**config.mk**
```make
export PLATFORM = sky130hd
export DESIGN_NAME = gbar_req_arbiter_flat
export DESIGN_NICKNAME = d
export VERILOG_FILES = /design/src/rtl/gbar_req_arbiter_if.sv /design/src/rtl/gbar_req_arbiter.sv /design/src/flat_wrapper.sv
export SDC_FILE = /design/constraint.sdc
export NUM_CORES = 1
export LEC_CHECK = 0
export CAP_MARGIN = 25
export CORE_ASPECT_RATIO = 0.75
export CORE_UTILIZATION = 37
export CTS_CLUSTER_SIZE = 25
export DETAILED_ROUTE_END_ITERATION = 16
export HOLD_SLACK_MARGIN = 0.1
export PLACE_DENSITY = 0.91
export SLEW_MARGIN = 20
export SYNTH_ARGS = -nofsm -noshare
export SYNTH_HDL_FRONTEND = slang
export SYNTH_SLANG_ARGS = --single-unit
```
**constraint.sdc**
```tcl
create_clock -name clk -period 3.2 [get_ports clk]
set_input_delay 0.64 -clock clk [delete_from_list [all_inputs] [get_ports clk]]
set_output_delay 0.64 -clock clk [all_outputs]
set_load 0.01 [all_outputs]
```
**src/rtl/gbar_req_arbiter_if.sv**
```systemverilog
// Request/response bundle between the cores, the global-barrier request arbiter and the barrier unit.
// master = arbiter view, slave = environment (cores + barrier unit) view.
interface gbar_req_arbiter_if #(
    parameter int NUM_CORES = 4,
    parameter int BAR_ID_W  = 4
);
    localparam int NC_W = (NUM_CORES > 1) ? $clog2(NUM_CORES) : 1;

    logic [NUM_CORES-1:0]          core_req_valid;
    logic [NUM_CORES*BAR_ID_W-1:0] core_req_id;
    logic [NUM_CORES*NC_W-1:0]     core_req_size_m1;
    logic [NUM_CORES-1:0]          core_req_ready;
    logic                          gbar_req_valid;
    logic [BAR_ID_W-1:0]           gbar_req_id;
    logic [NC_W-1:0]               gbar_req_size_m1;
    logic [NC_W-1:0]               gbar_req_core_id;
    logic                          gbar_req_ready;
    logic                          gbar_rsp_valid;
    logic [BAR_ID_W-1:0]           gbar_rsp_id;
    logic                          core_rsp_valid;
    logic [BAR_ID_W-1:0]           core_rsp_id;

    modport master (
        input  core_req_valid, core_req_id, core_req_size_m1,
        input  gbar_req_ready, gbar_rsp_valid, gbar_rsp_id,
        output core_req_ready, gbar_req_valid, gbar_req_id, gbar_req_size_m1,
        output gbar_req_core_id, core_rsp_valid, core_rsp_id
    );

    modport slave (
        output core_req_valid, core_req_id, core_req_size_m1,
        output gbar_req_ready, gbar_rsp_valid, gbar_rsp_id,
        input  core_req_ready, gbar_req_valid, gbar_req_id, gbar_req_size_m1,
        input  gbar_req_core_id, core_rsp_valid, core_rsp_id
    );
endinterface

```
**src/rtl/gbar_req_arbiter.sv**
```systemverilog
// Round-robin merge of per-core global-barrier requests into one registered request channel,
// plus registered release broadcast. Optional perf counters under GBAR_ARB_PERF_EN.
module gbar_req_arbiter #(
    parameter int NUM_CORES = 4,
    parameter int BAR_ID_W  = 4
) (
    input  logic                 clk,
    input  logic                 reset_n,
    gbar_req_arbiter_if.master   bus,
    output logic [31:0]          perf_stall_cnt,
    output logic [31:0]          perf_release_cnt
);
    localparam int NC_W = (NUM_CORES > 1) ? $clog2(NUM_CORES) : 1;

    logic [NUM_CORES-1:0][BAR_ID_W-1:0] req_id_a;
    logic [NUM_CORES-1:0][NC_W-1:0]     req_sz_a;
    logic [NUM_CORES-1:0]               hi_req, pick_src, grant;
    logic [NC_W-1:0][NUM_CORES-1:0]     enc_mask;
    logic [NC_W-1:0]                    grant_idx, rr_ptr, rr_next;
    logic                               load, any_req, any_hi;

    logic                out_valid;
    logic [BAR_ID_W-1:0] out_id;
    logic [NC_W-1:0]     out_size_m1, out_core;
    logic                rsp_valid_q;
    logic [BAR_ID_W-1:0] rsp_id_q;

    assign req_id_a = bus.core_req_id;
    assign req_sz_a = bus.core_req_size_m1;

    assign load = !out_valid || bus.gbar_req_ready;

    // Requests at or above rr_ptr take priority; fall back to the full set to wrap around.
    for (genvar i = 0; i < NUM_CORES; i++) begin : g_hi
        assign hi_req[i] = bus.core_req_valid[i] && (NC_W'(i) >= rr_ptr);
    end

    assign any_req  = |bus.core_req_valid;
    assign any_hi   = |hi_req;
    assign pick_src = any_hi ? hi_req : bus.core_req_valid;
    assign grant    = pick_src & (-pick_src);

    for (genvar b = 0; b < NC_W; b++) begin : g_enc
        for (genvar i = 0; i < NUM_CORES; i++) begin : g_bit
            assign enc_mask[b][i] = grant[i] && (((i >> b) & 1) == 1);
        end
        assign grant_idx[b] = |enc_mask[b];
    end

    assign rr_next = (grant_idx == NC_W'(NUM_CORES - 1)) ? '0 : grant_idx + NC_W'(1);

    assign bus.core_req_ready = load ? grant : '0;

    always_ff @(posedge clk or negedge reset_n) begin
        if (!reset_n) begin
            out_valid   <= 1'b0;
            out_id      <= '0;
            out_size_m1 <= '0;
            out_core    <= '0;
            rr_ptr      <= '0;
            rsp_valid_q <= 1'b0;
            rsp_id_q    <= '0;
        end else begin
            if (load) begin
                out_valid <= any_req;
                if (any_req) begin
                    out_id      <= req_id_a[grant_idx];
                    out_size_m1 <= req_sz_a[grant_idx];
                    out_core    <= grant_idx;
                    rr_ptr      <= rr_next;
                end
            end
            rsp_valid_q <= bus.gbar_rsp_valid;
            if (bus.gbar_rsp_valid) rsp_id_q <= bus.gbar_rsp_id;
        end
    end

    assign bus.gbar_req_valid   = out_valid;
    assign bus.gbar_req_id      = out_id;
    assign bus.gbar_req_size_m1 = out_size_m1;
    assign bus.gbar_req_core_id = out_core;
    assign bus.core_rsp_valid   = rsp_valid_q;
    assign bus.core_rsp_id      = rsp_id_q;

`ifdef GBAR_ARB_PERF_EN
    logic [31:0] stall_q, rel_q;

    always_ff @(posedge clk or negedge reset_n) begin
        if (!reset_n) begin
            stall_q <= '0;
            rel_q   <= '0;
        end else begin
            if (out_valid && !bus.gbar_req_ready) stall_q <= stall_q + 32'd1;
            if (bus.gbar_rsp_valid)                rel_q   <= rel_q + 32'd1;
        end
    end

    assign perf_stall_cnt   = stall_q;
    assign perf_release_cnt = rel_q;
`else
    assign perf_stall_cnt   = '0;
    assign perf_release_cnt = '0;
`endif
endmodule

```
**src/flat_wrapper.sv**
```systemverilog
// flat-port wrapper written by rule: the top's interface ports become plain ports
module gbar_req_arbiter_flat 
#(
    parameter int NUM_CORES = 4,
    parameter int BAR_ID_W  = 4
)
  (clk, reset_n, perf_stall_cnt, perf_release_cnt, bus_core_req_valid, bus_core_req_id, bus_core_req_size_m1, bus_gbar_req_ready, bus_gbar_rsp_valid, bus_gbar_rsp_id, bus_core_req_ready, bus_gbar_req_valid, bus_gbar_req_id, bus_gbar_req_size_m1, bus_gbar_req_core_id, bus_core_rsp_valid, bus_core_rsp_id);
  gbar_req_arbiter_if #(.NUM_CORES(NUM_CORES), .BAR_ID_W(BAR_ID_W)) bus_i ();
  input  logic clk;
  input  logic reset_n;
  output logic [31:0] perf_stall_cnt;
  output logic [31:0] perf_release_cnt;
  input wire logic [$bits(bus_i.core_req_valid)-1:0] bus_core_req_valid;
  input wire logic [$bits(bus_i.core_req_id)-1:0] bus_core_req_id;
  input wire logic [$bits(bus_i.core_req_size_m1)-1:0] bus_core_req_size_m1;
  input wire logic [$bits(bus_i.gbar_req_ready)-1:0] bus_gbar_req_ready;
  input wire logic [$bits(bus_i.gbar_rsp_valid)-1:0] bus_gbar_rsp_valid;
  input wire logic [$bits(bus_i.gbar_rsp_id)-1:0] bus_gbar_rsp_id;
  output wire logic [$bits(bus_i.core_req_ready)-1:0] bus_core_req_ready;
  output wire logic [$bits(bus_i.gbar_req_valid)-1:0] bus_gbar_req_valid;
  output wire logic [$bits(bus_i.gbar_req_id)-1:0] bus_gbar_req_id;
  output wire logic [$bits(bus_i.gbar_req_size_m1)-1:0] bus_gbar_req_size_m1;
  output wire logic [$bits(bus_i.gbar_req_core_id)-1:0] bus_gbar_req_core_id;
  output wire logic [$bits(bus_i.core_rsp_valid)-1:0] bus_core_rsp_valid;
  output wire logic [$bits(bus_i.core_rsp_id)-1:0] bus_core_rsp_id;
  assign bus_i.core_req_valid = bus_core_req_valid;
  assign bus_i.core_req_id = bus_core_req_id;
  assign bus_i.core_req_size_m1 = bus_core_req_size_m1;
  assign bus_i.gbar_req_ready = bus_gbar_req_ready;
  assign bus_i.gbar_rsp_valid = bus_gbar_rsp_valid;
  assign bus_i.gbar_rsp_id = bus_gbar_rsp_id;
  assign bus_core_req_ready = bus_i.core_req_ready;
  assign bus_gbar_req_valid = bus_i.gbar_req_valid;
  assign bus_gbar_req_id = bus_i.gbar_req_id;
  assign bus_gbar_req_size_m1 = bus_i.gbar_req_size_m1;
  assign bus_gbar_req_core_id = bus_i.gbar_req_core_id;
  assign bus_core_rsp_valid = bus_i.core_rsp_valid;
  assign bus_core_rsp_id = bus_i.core_rsp_id;
  gbar_req_arbiter #(.NUM_CORES(NUM_CORES), .BAR_ID_W(BAR_ID_W)) u_core (.clk(clk), .reset_n(reset_n), .bus(bus_i), .perf_stall_cnt(perf_stall_cnt), .perf_release_cnt(perf_release_cnt));
endmodule
```
* After elaboration in Yosys (flattened, before gate mapping)
Index checks and enable logic that the tools add are counted.
Storage, ports and cells: register bits after elaboration 16, latch bits 0, memory bits (writable) 0, ROM bits 0, input port bits 36, word-level logic and storage cells 34, memories kept 0
Operators by class: $add $sub $neg 2, $mul 0, div/mod/pow operators 0, magnitude comparators 5, eq/ne operators 1, shift-type cells 0, muxes and demuxes 7, bitwise operators 1, reductions and logical operators 11
Operators with widths (number):
- 2-to-1 mux 4 bit | 3
- binary-select mux 4 bit (select 2 bit) | 1
- OR reduction 4 bit | 2
- bitwise AND 4 bit | 1
- binary-select mux 2 bit (select 2 bit) | 1
- >= comparator 1 x 2 -> 1 bit, first input constant | 2
- >= comparator 2 bit, first input constant | 2
- logical AND 1 bit | 4
- 2-to-1 mux 2 bit | 2
- negator 4 bit | 1
- OR reduction 2 bit | 2
- less-than comparator 2 x 3 -> 1 bit, second input constant | 1
- adder 2 x 1 -> 2 bit, second input constant | 1
- equality test 2 bit, second input constant | 1
- AND reduction 2 bit | 1
- zero test 1 bit | 1
- logical OR 1 bit | 1

* Logic depth before layout (Yosys ltp)
depth in word-level cells 9, mapped depth 6, depth with buffers taken out 5

* Worst setup path before layout
No wires, ideal clock.
kind input-to-output, start in bus_core_req_valid[3], end out bus_core_req_ready[1], data arrival time 1.478 ns, data required time 2.560 ns, setup slack 1.082 ns, stages 4, cells stage by stage buf_2 -> nor2_1 -> o221a_2 -> and2_1
On the way: cells in the longest elaborated chain, start to end 6
Ends and longest elaborated chain:
- start, declared | line flat_wrapper.sv:13 | input wire logic [$bits(bus_i.core_req_valid)-1:0] bus_core_req_valid;
- logical AND 1 bit (*) | line gbar_req_arbiter.sv:35 | assign hi_req[i] = bus.core_req_valid[i] && (NC_W'(i) >= rr_ptr);
- OR reduction 4 bit (*) | line gbar_req_arbiter.sv:39 | assign any_hi = |hi_req;
- 2-to-1 mux 4 bit (*) | line gbar_req_arbiter.sv:40 | assign pick_src = any_hi ? hi_req : bus.core_req_valid;
- negator 4 bit | line gbar_req_arbiter.sv:41 | assign grant = pick_src & (-pick_src);
- bitwise AND 4 bit (*) | line gbar_req_arbiter.sv:41
- 2-to-1 mux 4 bit (*) | line gbar_req_arbiter.sv:52 | assign bus.core_req_ready = load ? grant : '0;
- end, declared | line flat_wrapper.sv:19 | output wire logic [$bits(bus_i.core_req_ready)-1:0] bus_core_req_ready;
Every way passes the cells marked *; elsewhere a longest branch is shown, timed or not.

* Final worst setup path
start in bus_core_req_valid[3], end out bus_core_req_ready[2]
Same word-level chain as after synthesis.

==> results.yml <==
status:
  status: "complete, no violations"
final_layout:
  layout-drive-gt1-share_pct: 11.1
  fin_cells: 277
  syn_to_final_growth_pct: 26.8
  diodes: 0
  finish.instance_area_um2: 1940
  fin_nets: 262
  utilization_pct: 51.0
placed_design:
  dp_cells: 273
  port_buffers: 53
  dp_slack_ns: 0.141
  gp_congestion: 0.826
  dpl_cell_area_um2: 1880
  dp_hpwl_mm: 2.71
pwr:
  pwr_density_cell_nw_per_um2: 412
  cellLeakagePower_nw: 0.891
  power_mw: 0.801
  ir_drop_uv: 280
die:
  die_w_um: 76.3
  rows: 19
  io_pins: 118
  fp.coreArea_um2: 3800
  start_util_pct: 40.2
  fp.dieH_um: 57.7
  die_area_um2: 4400
logic_synthesis:
  async_reset_ff_share_pct: 100
  syn-cell-area_um2: 1530
  synth_top_family_by_area: "buffers and inverters"
  synth-main-ff-cell: "dfrtp_1"
  syn-instance-count: 169
  synth_compound_area_share_pct: 15.8
  yosys.area_share.xor_xnor_pct: 0
  syn_avg_cell_area_um2: 9.05
  yosysUniqueCellTypes: 36
  synth-edff-count: 0
  synthMuxAreaShare_pct: 7.36
  synth_fa_ha_area_share_pct: 0
  seq_area_frac_synth_pct: 26.2
  ys_warn_count: 0
  synth_seq_cells: 16
  synth_simple_gate_area_share_pct: 15.5
timing:
  setup_violations: 0
  clock_skew_ns: 0.00581
  slew_headroom_pct: 50.0
  layout_min_cycle_time_ns: 3.00
  max_slew.worst_pin.slew_ns: 0.748
  rsz0062_at_grt: "no"
  holdWs_ns: 0.478
  fin_setup_tns_ns: 0
  fmax_ghz: 0.333
  hold_viol_final: 0
  fin_ws_ns: 0.199
  maxSlewViolCount: 0
  fin_crit_sh_pct: 93.8
grt:
  grt_use_total_pct: 15.5
  grt.overflow.total: 0
  antenna_found_initial: 0
  grt_pass1_vias: 1085
  grt_max_degree: 17
  grt_pass1_wl_mm: 5.33
clock_network:
  cts_tree: "built"
  worstSkewPairLatency_ns: 0.25
  root_buffer: "clkbuf_8"
  numCtsBuffers: 3
  clk_pin_slew_ns: 0.06
  postCtsSetupBuffers: 0
  h-tree-depth: 1
  cts.sinks: 16
  clk_path_buf_depth: 2
setup_path:
  crit_type: "input pin to output port"
  worstPathRequired_ns: 2.56
  cp_common_cell: "clkdlybuf4s50_1"
  start_kind: "input pin"
  cp_slowest_cell: "clkdlybuf4s50_1"
  endpoint_kind: "output port"
  worstPathMaxFanout: 5
  worstPathArrival_ns: 2.36
  path_cells: "clkdlybuf4s50_1, nor2_2, a21oi_1, o22ai_1, and3_1, clkdlybuf4s50_1"
  max_stage_delay_ns: 0.56
routing:
  routed_wl_mm: 3.42
  via_per_inst: 4.30
  first_iter_violations: 47
  drc: 0
  routedWlPerCell_um: 12.3
  final_antenna_net_count: 0
  dr.pass1.iters: 4
  route.vias.total: 1192
job:
  drv_cap: 0
min_path:
  hold_class: "flip-flop to flip-flop"
## repair_timing
action / in CTS / in global routing
gates resized for setup: 0 / 1
setup endpoints to repair: 0 / 1
hold buffers: 0 / 0
## cell type report
type,count,area (um^2)
flip-flops and latches,16,400
well taps,52,65.1
fillers,379,1860
inverters,3,11.3
clock buffers,4,55.1
multi-input cells,143,833
repair buffers,59,576
## power by group
group	total [mW]	leakage [nW]	internal (mW)	switching (mW)
Combinational	0.351	0.673	0.181	0.169
Clock	0.178	0.0288	0.109	0.0686
Sequential	0.272	0.189	0.239	0.0330
Total	0.800	0.891	0.529	0.271
## path summary, 6_finish.rpt
path                                                 from                        endpoint  slack, ns  cells past startpoint
hold reg to reg            u_core.bus.gbar_req_core_id[0]  u_core.bus.gbar_req_core_id[0]       0.48                      2
setup / recovery                    bus_core_req_valid[3]           bus_core_req_ready[2]       0.20                      6
min in group asynchronous                         reset_n  u_core.bus.gbar_req_size_m1[0]       0.83                      1
hold / removal             u_core.bus.gbar_req_core_id[0]  u_core.bus.gbar_req_core_id[0]       0.48                      2
max in group asynchronous                         reset_n       u_core.bus.core_rsp_id[1]       1.89                      1
setup reg to reg                         u_core.rr_ptr[1]       u_core.bus.gbar_req_id[3]       1.05                      5
## logic make-up (layout without fill, tap and decap cells)
| logic type | Yosys count | after routing |
|---|---|---|
| buffers and inverters | 73 | 66 |
| AO/OA/AOI/OAI | 27 | 27 |
| multiplexers | 10 | 10 |
| other | 1 | 64 |
| flip-flops | 16 | 16 |
| AND/OR/NAND/NOR | 42 | 42 |
## state kept, by name (all words and copies together), names as in the netlist
name                         flops
u_core.bus.gbar_req_size_m1      2
u_core.bus.gbar_req_core_id      2
u_core.bus.gbar_req_valid        1
u_core.rr_ptr                    2
u_core.bus.core_rsp_id           4
u_core.bus.gbar_req_id           4
u_core.bus.core_rsp_valid        1
## worst max-delay path, delay by kind of cell
| family | cells | cell delay [ns] |
|---|---|---|
| buf+inv | 2 | 1.06 |
| simple gates | 2 | 0.40 |
| compound gates | 2 | 0.25 |
## cell usage in the layout, fill, tap and decap left out, types with 3 or more instances in the layout
cell type / Yosys / routed
dfrtp_1: 16 / 16
buf_4: 65 / 6
nor3_1: 6 / 6
conb_1: 1 / 64
a221o_1: 7 / 7
clkdlybuf4s50_1: 0 / 53
nor2_1: 10 / 9
nor4_1: 6 / 6
nand2b_1: 3 / 3
clkbuf_8: 0 / 4
mux2_2: 4 / 4
nand2_1: 6 / 6
o21ai_0: 4 / 4
mux2_1: 6 / 6
and3_1: 3 / 3
a21oi_1: 4 / 4
## cell usage after synthesis (2+ instances only)
library cell	n	share of area, %
inv_1	2	0.49
a221o_1	7	4.6
o22ai_1	2	0.82
nor2_1	10	2.5
nor3_1	6	2.0
mux2_2	4	2.9
buf_6	2	1.5
dfrtp_1	16	26
o21ai_0	4	1.3
nor2b_1	2	0.82
a21oi_1	4	1.3
a21oi_4	2	2.1
mux2_1	6	4.4
nand2b_1	3	1.2
buf_2	2	0.65
nand2_1	6	1.5
and3_1	3	1.2
nor4_1	6	2.5
buf_4	65	32
## per-layer routing
metal,global-route usage [%],share of wire [%],up-vias
met3,6.14,10,6
met4,3.30,1.4,0
met1,19.9,43,541
met5,0,0,-
li1,-,-,568
met2,24.8,45,77
No activity file was read; power rests on OpenSTA's default activity.
